[src/rtl/spi_master_mode0.sv]
// rtl/spi_master_mode0.sv - SPI mode 0 master, MSB first, 8-bit frames; SPI_BURST_EN adds tx_last bursts
module spi_master_mode0 #(
    parameter int CLK_DIV = 4,
    parameter int GAP_CYC = 4
) (
    input  logic       clk,
    input  logic       rst_n,
    input  logic       start,
    input  logic [7:0] tx_data,
`ifdef SPI_BURST_EN
    input  logic       tx_last,
`endif
    output logic       ready,
    output logic       busy,
    output logic       done,
    output logic [7:0] rx_data,
    output logic       SCK,
    output logic       SSEL,
    output logic       MOSI,
    input  logic       MISO
);

    localparam int DW = $clog2(CLK_DIV);
    localparam int GW = (GAP_CYC > 1) ? $clog2(GAP_CYC) : 1;
    localparam logic [DW-1:0] DIV_LAST = DW'(CLK_DIV - 1);
    localparam logic [GW-1:0] GAP_LAST = GW'(GAP_CYC - 1);

    typedef enum logic [2:0] {IDLE, SETUP, SHIFT_LO, SHIFT_HI, HOLD, GAP} state_t;

    state_t        state, state_d;
    logic [DW-1:0] div_cnt;
    logic [GW-1:0] gap_cnt;
    logic [2:0]    bit_cnt;
    logic [6:0]    tx_sr;
    logic [7:0]    rx_sr;
    logic          sck_q, ssel_q, mosi_q;
    logic          hold_wait;
    logic          end_frame;
    logic          accept;
    logic          phase_end;

`ifdef SPI_BURST_EN
    logic last_q;
    assign end_frame = last_q;
`else
    assign hold_wait = 1'b0;
    assign end_frame = 1'b1;
`endif

    assign ready     = (state == IDLE) || hold_wait;
    assign busy      = (state != IDLE);
    assign accept    = start && ready;
    assign phase_end = (div_cnt == DIV_LAST);
    assign SCK       = sck_q;
    assign SSEL      = ssel_q;
    assign MOSI      = mosi_q;

    always_ff @(posedge clk or negedge rst_n) begin
        if (!rst_n) state <= IDLE;
        else        state <= state_d;
    end

    always_comb begin
        state_d = state;
        case (state)
            IDLE:     if (accept) state_d = SETUP;
            SETUP:    if (phase_end) state_d = SHIFT_HI;
            SHIFT_HI: if (phase_end) state_d = SHIFT_LO;
            // bit_cnt wraps to 0 on the 8th rise; the trailing low phase then leads to HOLD
            SHIFT_LO: if (phase_end) state_d = (bit_cnt == 3'd0) ? HOLD : SHIFT_HI;
            HOLD: begin
                if (hold_wait) begin
                    if (accept) state_d = SETUP;
                end else if (phase_end && end_frame) begin
                    state_d = GAP;
                end
            end
            GAP:      if (gap_cnt == GAP_LAST) state_d = IDLE;
            default:  state_d = IDLE;
        endcase
    end

    always_ff @(posedge clk or negedge rst_n) begin
        if (!rst_n) begin
            sck_q     <= 1'b0;
            ssel_q    <= 1'b1;
            mosi_q    <= 1'b0;
            done      <= 1'b0;
            rx_data   <= 8'h00;
            div_cnt   <= '0;
            gap_cnt   <= '0;
            bit_cnt   <= 3'd0;
            tx_sr     <= 7'd0;
            rx_sr     <= 8'h00;
`ifdef SPI_BURST_EN
            hold_wait <= 1'b0;
            last_q    <= 1'b0;
`endif
        end else begin
            done    <= 1'b0;
            div_cnt <= (state_d != state || phase_end) ? '0 : div_cnt + DW'(1);
            gap_cnt <= (state == GAP) ? gap_cnt + GW'(1) : '0;
            if (accept) begin
                tx_sr     <= tx_data[6:0];
                mosi_q    <= tx_data[7];
                ssel_q    <= 1'b0;
                bit_cnt   <= 3'd0;
`ifdef SPI_BURST_EN
                last_q    <= tx_last;
                hold_wait <= 1'b0;
`endif
            end
            if (state != SHIFT_HI && state_d == SHIFT_HI) begin
                sck_q   <= 1'b1;
                rx_sr   <= {rx_sr[6:0], MISO};
                bit_cnt <= bit_cnt + 3'd1;
            end
            if (state == SHIFT_HI && state_d == SHIFT_LO) begin
                sck_q <= 1'b0;
                if (bit_cnt != 3'd0) begin
                    mosi_q <= tx_sr[6];
                    tx_sr  <= {tx_sr[5:0], 1'b0};
                end
            end
            if (state == HOLD && !hold_wait && phase_end) begin
                done    <= 1'b1;
                rx_data <= rx_sr;
                if (end_frame) begin
                    ssel_q <= 1'b1;
                    mosi_q <= 1'b0;
                end
`ifdef SPI_BURST_EN
                else begin
                    hold_wait <= 1'b1;
                end
`endif
            end
        end
    end

endmodule

[config.mk]
export PLATFORM = sky130hd
export DESIGN_NAME = spi_master_mode0
export DESIGN_NICKNAME = d
export VERILOG_FILES = /design/src/rtl/spi_master_mode0.sv
export SDC_FILE = /design/constraint.sdc
export NUM_CORES = 1
export LEC_CHECK = 0
export ABC_AREA = 1
export CELL_PAD_IN_SITES_DETAIL_PLACEMENT = 0
export CELL_PAD_IN_SITES_GLOBAL_PLACEMENT = 1
export CORE_UTILIZATION = 39
export CTS_CLUSTER_SIZE = 14
export DETAILED_ROUTE_END_ITERATION = 7
export PLACE_DENSITY = 0.78
export SETUP_SLACK_MARGIN = 0.2
export SYNTH_ARGS = -nofsm -noshare
export SYNTH_HDL_FRONTEND = slang
export SYNTH_SLANG_ARGS = --single-unit
[constraint.sdc]
create_clock -name clk -period 1.76 [get_ports clk]
set_clock_uncertainty 0.15 [all_clocks]
set_input_delay 0.528 -clock clk [delete_from_list [all_inputs] [get_ports clk]]
set_output_delay 0.528 -clock clk [all_outputs]
set_load 0.05 [all_outputs]
== After elaboration in Yosys (flattened, before gate mapping) ==
Index checks and enable logic that the tools add are counted.
Storage, ports and cells
  register bits after elaboration: 37
  latch bits: 0
  bits in writable memories: 0
  ROM bits: 0
  input bits: 12
  memories: 0
Cells by class
  add/subtract/negate cells: 3
  multipliers: 0
  div/mod/pow operators: 0
  magnitude comparators: 0
  equal/unequal tests: 11
  shifts and indexed selects: 0
  multiplexer cells: 24
  bitwise operators: 0
  reduce and logical (&&, ||, !) cells: 12
Operators with widths (count)
  2-to-1 mux 3 bit: 9
  2-to-1 mux 7 bit: 3
  case mux 3 bit (6 select lines): 1
  == test 3 x 2 -> 1 bit (second input constant): 4
  2-to-1 mux 1 bit: 9
  == test 3 bit (second input constant): 2
  logical NOT 3 bit: 2
  nonzero test 2 bit: 3
  nonzero test 3 bit: 2
  adder 2 x 1 -> 2 bit (second input constant): 2
  == test 2 bit (second input constant): 2
  logical AND 1 bit: 4
  2-to-1 mux 2 bit: 2
  adder 3 x 1 -> 3 bit (second input constant): 1
  == test 3 x 1 -> 1 bit (second input constant): 1
  != test 3 x 2 -> 1 bit (second input constant): 1
  != test 3 bit: 1
  logical OR 1 bit: 1

== Depth between registers and ports, before layout ==
Gate-level depths: netlist of run 1.
  word-level depth: 8
  depth in mapped cells: 11

== Worst setup path after synthesis of run 1 ==
No wires, ideal clock.
  path kind: register to output
  from: reg state[0]
  to: out busy
  arrival time: 1781 ps
  required time: 1082 ps
  slack: -699 ps
  stages on the path, launching flop included: 6
  buffers on the path: 1
  path through: dfrtp_1 buf_4 nor2_4 inv_1 nor2_1 inv_1
On the way
  word-level cells in the longest chain between the ends: 1
Ends and longest elaborated chain
  start, declared: RTL line 30  | state_t state, state_d;
  start signal, assigned: RTL line 60  | else state <= state_d;
  nonzero test 3 bit: RTL line 51  | assign busy = (state != IDLE);
  end, declared: RTL line 14  | output logic busy,
No other way between the ends.

== Worst setup path after layout of run 1 ==
Ends and elaborated chain as after synthesis.

==> impl_metrics.py, run 1 <==
metrics = {
    "route": {
        "routed_via_density": 4.63,
        "drc": 0,
        "post_drt_wl_per_cell_um": 11.7,
        "via_count": 1531,
        "drt_first_iter_violations": 44,
        "routed_wl_um": 3880,
        "drt-pass1-iter-count": 4,
        "drtAntennaViolNets": 0,
    },
    "placement": {
        "numPortBuffers": 25,
        "dp.final_hpwl_um": 2480,
        "place_ws_ps": -215,
        "placed_cells": 303,
        "place.gp.congestion": 0.797,
    },
    "synth": {
        "synth_top_area_share_pct": 51.0,
        "yosysWarningCount": 0,
        "netlist-cell-type-count": 22,
        "synth_area_mm2": 0.00177,
        "syn_nets": 231,
        "synth.avg_cell_area_um2": 8.26,
        "yosysTopAreaCell": "dfrtp_1",
        "synth_cells": 214,
        "yosys-top-cells-area": "dfrtp_1, nand2_1, inv_1",
        "yosysSeqAreaShare_pct": 52.5,
        "ys_seq_elements": 37,
    },
    "critical_path": {
        "worstSetupStartpointType": "flop",
        "worstPathRequired_ps": 1080,
        "path_class": "reg2out",
        "cp_slowest_cell": "dfrtp_2",
        "cp_top_family": "flip-flops",
        "arrival_ps": 1200,
        "crit_buf_inv": 3,
        "cp_cell_sequence": "nor2_4 > inv_2 > nor2_4 > inv_2 > buf_12",
        "worst_setup_path_end_kind": "output port",
        "critPathMaxFanout": 2,
        "cpPeakStageDelay_ps": 430,
    },
    "flow_run": {
        "drv_cap": 0,
    },
    "power_and_ir_drop": {
        "leakage_nw": 1.46,
        "powerDensity_mw_per_mm2": 543,
        "vdd_drop_max_mv": 0.366,
        "fin_total_pwr_mw": 1.57,
    },
    "outcome": {
        "status": "finished with violations",
        "violations": "setup timing",
    },
    "timing": {
        "slew_headroom_pct": 71.3,
        "fin_ws_ps": -117,
        "finalHoldViolCount": 0,
        "rsz0062_at_grt": "yes",
        "max_freq_mhz": 533,
        "period_minus_slack_ps": 1880,
        "worst_pin_slew_ps": 431,
        "finalCritPeriodShare_pct": 107,
        "setup_viol": 21,
        "drv_slew": 0,
        "setup_tns_ps": -977,
    },
    "grt": {
        "grt_max_degree": 18,
        "grt_overflow": 0,
        "antenna_found_initial": 0,
        "grt.total_usage_pct": 17.2,
        "grt_pass1_wl_um": 6580,
        "grt_pass1_vias": 1523,
    },
    "layout": {
        "nNetsFinal": 295,
        "area_growth_pct": 63.2,
        "final_util_pct": 66.2,
        "num_antenna_cells": 0,
        "final_layout_size_suffix_gt1_share_pct": 44.1,
        "layout.cells.non_filler": 331,
        "fillers": 339,
    },
    "cts": {
        "cts_max_level": 2,
        "cts_sinks": 37,
        "clockRootBuffer": "clkbuf_8",
        "clk_pin_slew_ps": 70,
        "cts_tree": "built",
        "cts_hold_buffers": 0,
        "clk_latency_ps": 280,
        "cts_buffers": 5,
        "clock_path_buffers": 2,
    },
    "floorplan": {
        "rows": 24,
        "dieWidth_um": 69.3,
        "start_util_pct": 40.6,
        "ios": 26,
        "die_h_um": 69.3,
        "design.core.area_mm2": 0.00435,
        "die-area_mm2": 0.00480,
    },
    "hold_path": {
        "hold_path_class": "in2async",
    },
}
[cell families (layout without fill, tap and decap cells)]
logic type	after synthesis	in the layout	synth area share (%)
AO/OA/AOI/OAI	25	25	7.29
AND/OR/NAND/NOR	114	114	28.3
flip-flops	37	37	52.5
adder cells (fa/ha/maj)	5	5	3.54
XOR/XNOR	1	1	0.496
buffers and inverters	32	97	7.93
[per-layer routing]
metal	global-route usage (%)	part of all wire (%)	vias to the layer above
met5	0	0	-
met4	6.35	2.3	0
met3	4.07	3.3	9
met2	29.7	49	22
met1	20.9	46	718
li1	-	-	782
[cell usage after synthesis]
library cell and n:
a21oi_1 3, a31o_2 1, buf_2 1, buf_4 1, buf_6 2, clkbuf_1 1
dfrtp_1 36, dfstp_2 1, ha_1 5, inv_1 23, inv_2 4, nand2_1 82
nand2_4 2, nand3_1 7, nand3_2 2, nand4_1 2, nor2_1 13, nor2_2 3
nor2_4 3, o21ai_0 5, o21ai_1 16, xnor2_1 1
[power by group]
part | internal [mW] | switching (mW)
clock network | 0.354 | 0.288
logic | 0.0320 | 0.0295
registers | 0.857 | 0.00468
total | 1.24 | 0.323
[layout by cell type (no fill, tap or decap)]
cell             Yosys  final
clkinv_2             0      1
dfrtp_1             36     33
buf_2                1      1
clkdlybuf4s50_1      0     10
nand3_1              7      2
nor2_2               3      1
buf_4                1     23
dfstp_2              1      1
o21ai_0              5      3
clkinvlp_4           0      1
nand4_1              2      2
dfrtp_2              0      3
buf_16               0      1
inv_2                4      8
inv_1               23     15
a31o_2               1      1
nand3_4              0      4
clkbuf_8             0      7
buf_12               0     16
ha_4                 0      3
ha_1                 5      2
o21ai_1             16     13
nand2_1             82     64
o21ai_2              0      5
buf_6                2     11
nand2_4              2      4
inv_4                0      1
a21oi_1              3      1
nor2_1              13     10
xnor2_1              1      1
a21oi_2              0      2
nand3_2              2      3
nand2_2              0     15
nand2_8              0      1
nor2_4               3      8
inv_6                0      2
[flip-flops by register name, summed over array words and instances, names as in the netlist]
| register | cells |
|---|---|
| SCK | 1 |
| bit_cnt | 3 |
| rx_data | 8 |
| state | 3 |
| div_cnt | 2 |
| done | 1 |
| rx_sr | 8 |
| gap_cnt | 2 |
| tx_sr | 7 |
| SSEL | 1 |
| MOSI | 1 |
[timing repair]
item	4_1_cts	5_1_grt
pin swaps	13	16
gates resized for setup	49	25
cloned	1	0
hold endpoints to repair	0	0
endpoints found under the setup margin	25	39
buffers inserted	10	9
[through the flow]
stage	hold WS [ps]	area [um^2]
after detailed placement	278	2360
after global placement	274	2360
after global routing	44.3	2880
after CTS	30.5	2710
final	24.6	2880
after floorplan	82.4	1800
[path summary, 6_finish.rpt]
path,from,to,slack (ps),cells past startpoint
worst max-delay path,state[0],busy,-120,5
worst min-delay path,rst_n,state[1],20,1
worst max register to register,state[1],rx_sr[0],-70,13
min in group clk,gap_cnt[0],gap_cnt[0],280,1
worst min register to register,gap_cnt[0],gap_cnt[0],280,1
max in group asynchronous,rst_n,rx_data[7],970,2
[final cells by class]
| type | instances | area, um^2 | share of cell area [%] |
|---|---|---|---|
| Clock buffer | 7 | 96.3 | 3.34 |
| Clock inverter | 1 | 5.00 | 0.174 |
| Inverter | 27 | 118 | 4.08 |
| Multi-Input combinational cell | 145 | 920 | 31.9 |
| Sequential cell | 37 | 931 | 32.3 |
| Tap cell | 52 | 65.1 | 2.26 |
| Timing Repair Buffer | 62 | 749 | 26.0 |
Note: power is estimated with default switching activity, not from simulation.
==> inputs of run 2 (changes only) <==
CTS_BUF_LIST = sky130_fd_sc_hd__clkbuf_4 sky130_fd_sc_hd__clkbuf_8 sky130_fd_sc_hd__clkbuf_16   (was unset)
PLACE_DENSITY = 0.76   (was 0.78)
==> run 2 against run 1 <==
Against the previous run:
- total power up 3.6%
- the flow still finishes with violations (setup timing)
- final cell count down 1.2%
- combinational power down 5.0%
- flip-flop and latch count unchanged
- sequential share of layout area up 1.1 points
- final area down 3.4%
==> impl_metrics.py, run 2 (synthesis results as in run 1) <==
metrics = {
    "timing": {
        "period_minus_slack_ps": 1880,
        "fin_ws_ps": -120,
        "drv_slew": 0,
        "finalHoldViolCount": 0,
        "finalCritPeriodShare_pct": 107,
        "max_freq_mhz": 532,
        "setup_viol": 6,
        "worst_pin_slew_ps": 270,
        "slew_headroom_pct": 81.8,
        "rsz0062_at_grt": "yes",
    },
    "layout": {
        "num_antenna_cells": 0,
        "layout_common_cells": "nand2_1, dfrtp_1, buf_4, inv_1, buf_12",
        "layout.cells.non_filler": 327,
        "final_layout_size_suffix_gt1_share_pct": 37.5,
        "fillers": 356,
        "layout_commonest_cell": "nand2_1",
        "reg.largest.list": "rx_data x8, rx_sr x8, tx_sr x7",
        "final_area_mm2": 0.00279,
        "multi_input_area_um2": 893,
        "area_growth_pct": 57.7,
        "nNetsFinal": 292,
        "seq_area_um2": 930,
    },
    "floorplan": {
        "die_h_um": 69.3,
        "design.core.area_mm2": 0.00435,
        "dieWidth_um": 69.3,
        "ios": 26,
        "rows": 24,
        "start_util_pct": 40.6,
        "die-area_mm2": 0.00480,
    },
    "grt": {
        "grt_max_degree": 38,
        "grt_pass1_vias": 1453,
        "antenna_found_initial": 0,
        "grt.total_usage_pct": 16.7,
        "grt_overflow": 0,
        "grt_pass1_wl_um": 6380,
    },
    "route": {
        "via_count": 1537,
        "drt_first_iter_violations": 84,
        "drc": 0,
        "routed_wl_um": 3810,
        "routed_via_density": 4.70,
        "drt-pass1-iter-count": 4,
        "post_drt_wl_per_cell_um": 11.6,
        "drtAntennaViolNets": 0,
    },
    "critical_path": {
        "worst_setup_path_end_kind": "output port",
        "path_class": "reg2out",
        "critPathMaxFanout": 2,
        "worstSetupStartpointType": "flop",
        "arrival_ps": 1200,
        "worstPathRequired_ps": 1080,
    },
    "cts": {
        "cts_max_level": 2,
        "cts_hold_buffers": 0,
        "clock_path_buffers": 2,
        "cts_sinks": 37,
        "cts_tree": "built",
        "clockRootBuffer": "clkbuf_8",
        "clk_latency_ps": 290,
        "cts_buffers": 5,
        "clk_pin_slew_ps": 80,
    },
    "power_and_ir_drop": {
        "vdd_drop_max_mv": 0.525,
        "leakage_nw": 1.43,
        "powerDensity_mw_per_mm2": 582,
    },
    "placement": {
        "place_ws_ps": -268,
        "placed_area_mm2": 0.00231,
        "dp.final_hpwl_um": 2360,
        "numPortBuffers": 25,
        "place.gp.congestion": 0.810,
        "placed_cells": 298,
    },
    "flow_run": {
        "drv_cap": 0,
    },
    "hold_path": {
        "hold_path_class": "reg2reg",
    },
    "outcome": {
        "status": "finished with violations",
        "violations": "setup timing",
    },
}
run 2: cell type report:
type	count	share of cell area, %
inverters	27	4.09
well taps	52	2.33
clock inverters	2	1.26
flip-flops and latches	37	33.4
multi-input cells	148	32.1
clock buffers	5	2.47
repair buffers	56	24.4
run 2: power breakdown:
group / switching [mW] / internal [mW]
logic: 0.0283 / 0.0303
clock network: 0.292 / 0.412
registers: 0.00302 / 0.857
run 2: what timing repair did:
item | CTS | global route
gates cloned | 3 | 0
pin swaps | 9 | 11
setup buffers | 8 | 11
gates resized for setup | 16 | 36
endpoints found under the setup margin | 25 | 40
run 2: critical path: stages (launching register included):
cell and delay (ps):
dfrtp_2 430, nor2_4 120, inv_2 50, nor2_4 120, inv_2 60, buf_12 140
run 2: metal layers:
layer | up-vias | global-route usage [%] | share of wire (%)
li1 | 781 | - | -
met1 | 728 | 22.6 | 46
met2 | 21 | 25.8 | 49
met3 | 7 | 4.65 | 3.7
met4 | 0 | 5.90 | 1.5
met5 | - | 0 | 0
run 2: path summary, 6_finish.rpt:
path / slack (ps) / end / cells after the start / from
worst max-delay path: -120 / busy / 5 / state[0]
worst min-delay path: 290 / gap_cnt[0] / 1 / gap_cnt[0]
worst max register to register: -70 / rx_sr[4] / 11 / state[0]
worst min register to register: 290 / gap_cnt[0] / 1 / gap_cnt[0]
max in group asynchronous: 760 / SSEL / 2 / rst_n
min in group asynchronous: 460 / tx_sr[0] / 2 / rst_n
run 2: through the flow:
step | power [mW] | hold slack (ps) | util, % | TNS [ps]
4_1_cts | 1.64 | 297 | 58.9 | -209
3_3_place_gp | 0.934 | 273 | 53.1 | -3960
5_1_grt | 1.68 | 326 | 64.0 | -1670
3_5_place_dp | 0.934 | 286 | 53.1 | -4320
6_report | 1.62 | 292 | 64.0 | -339
2_1_floorplan | 0.885 | 82.4 | - | -135
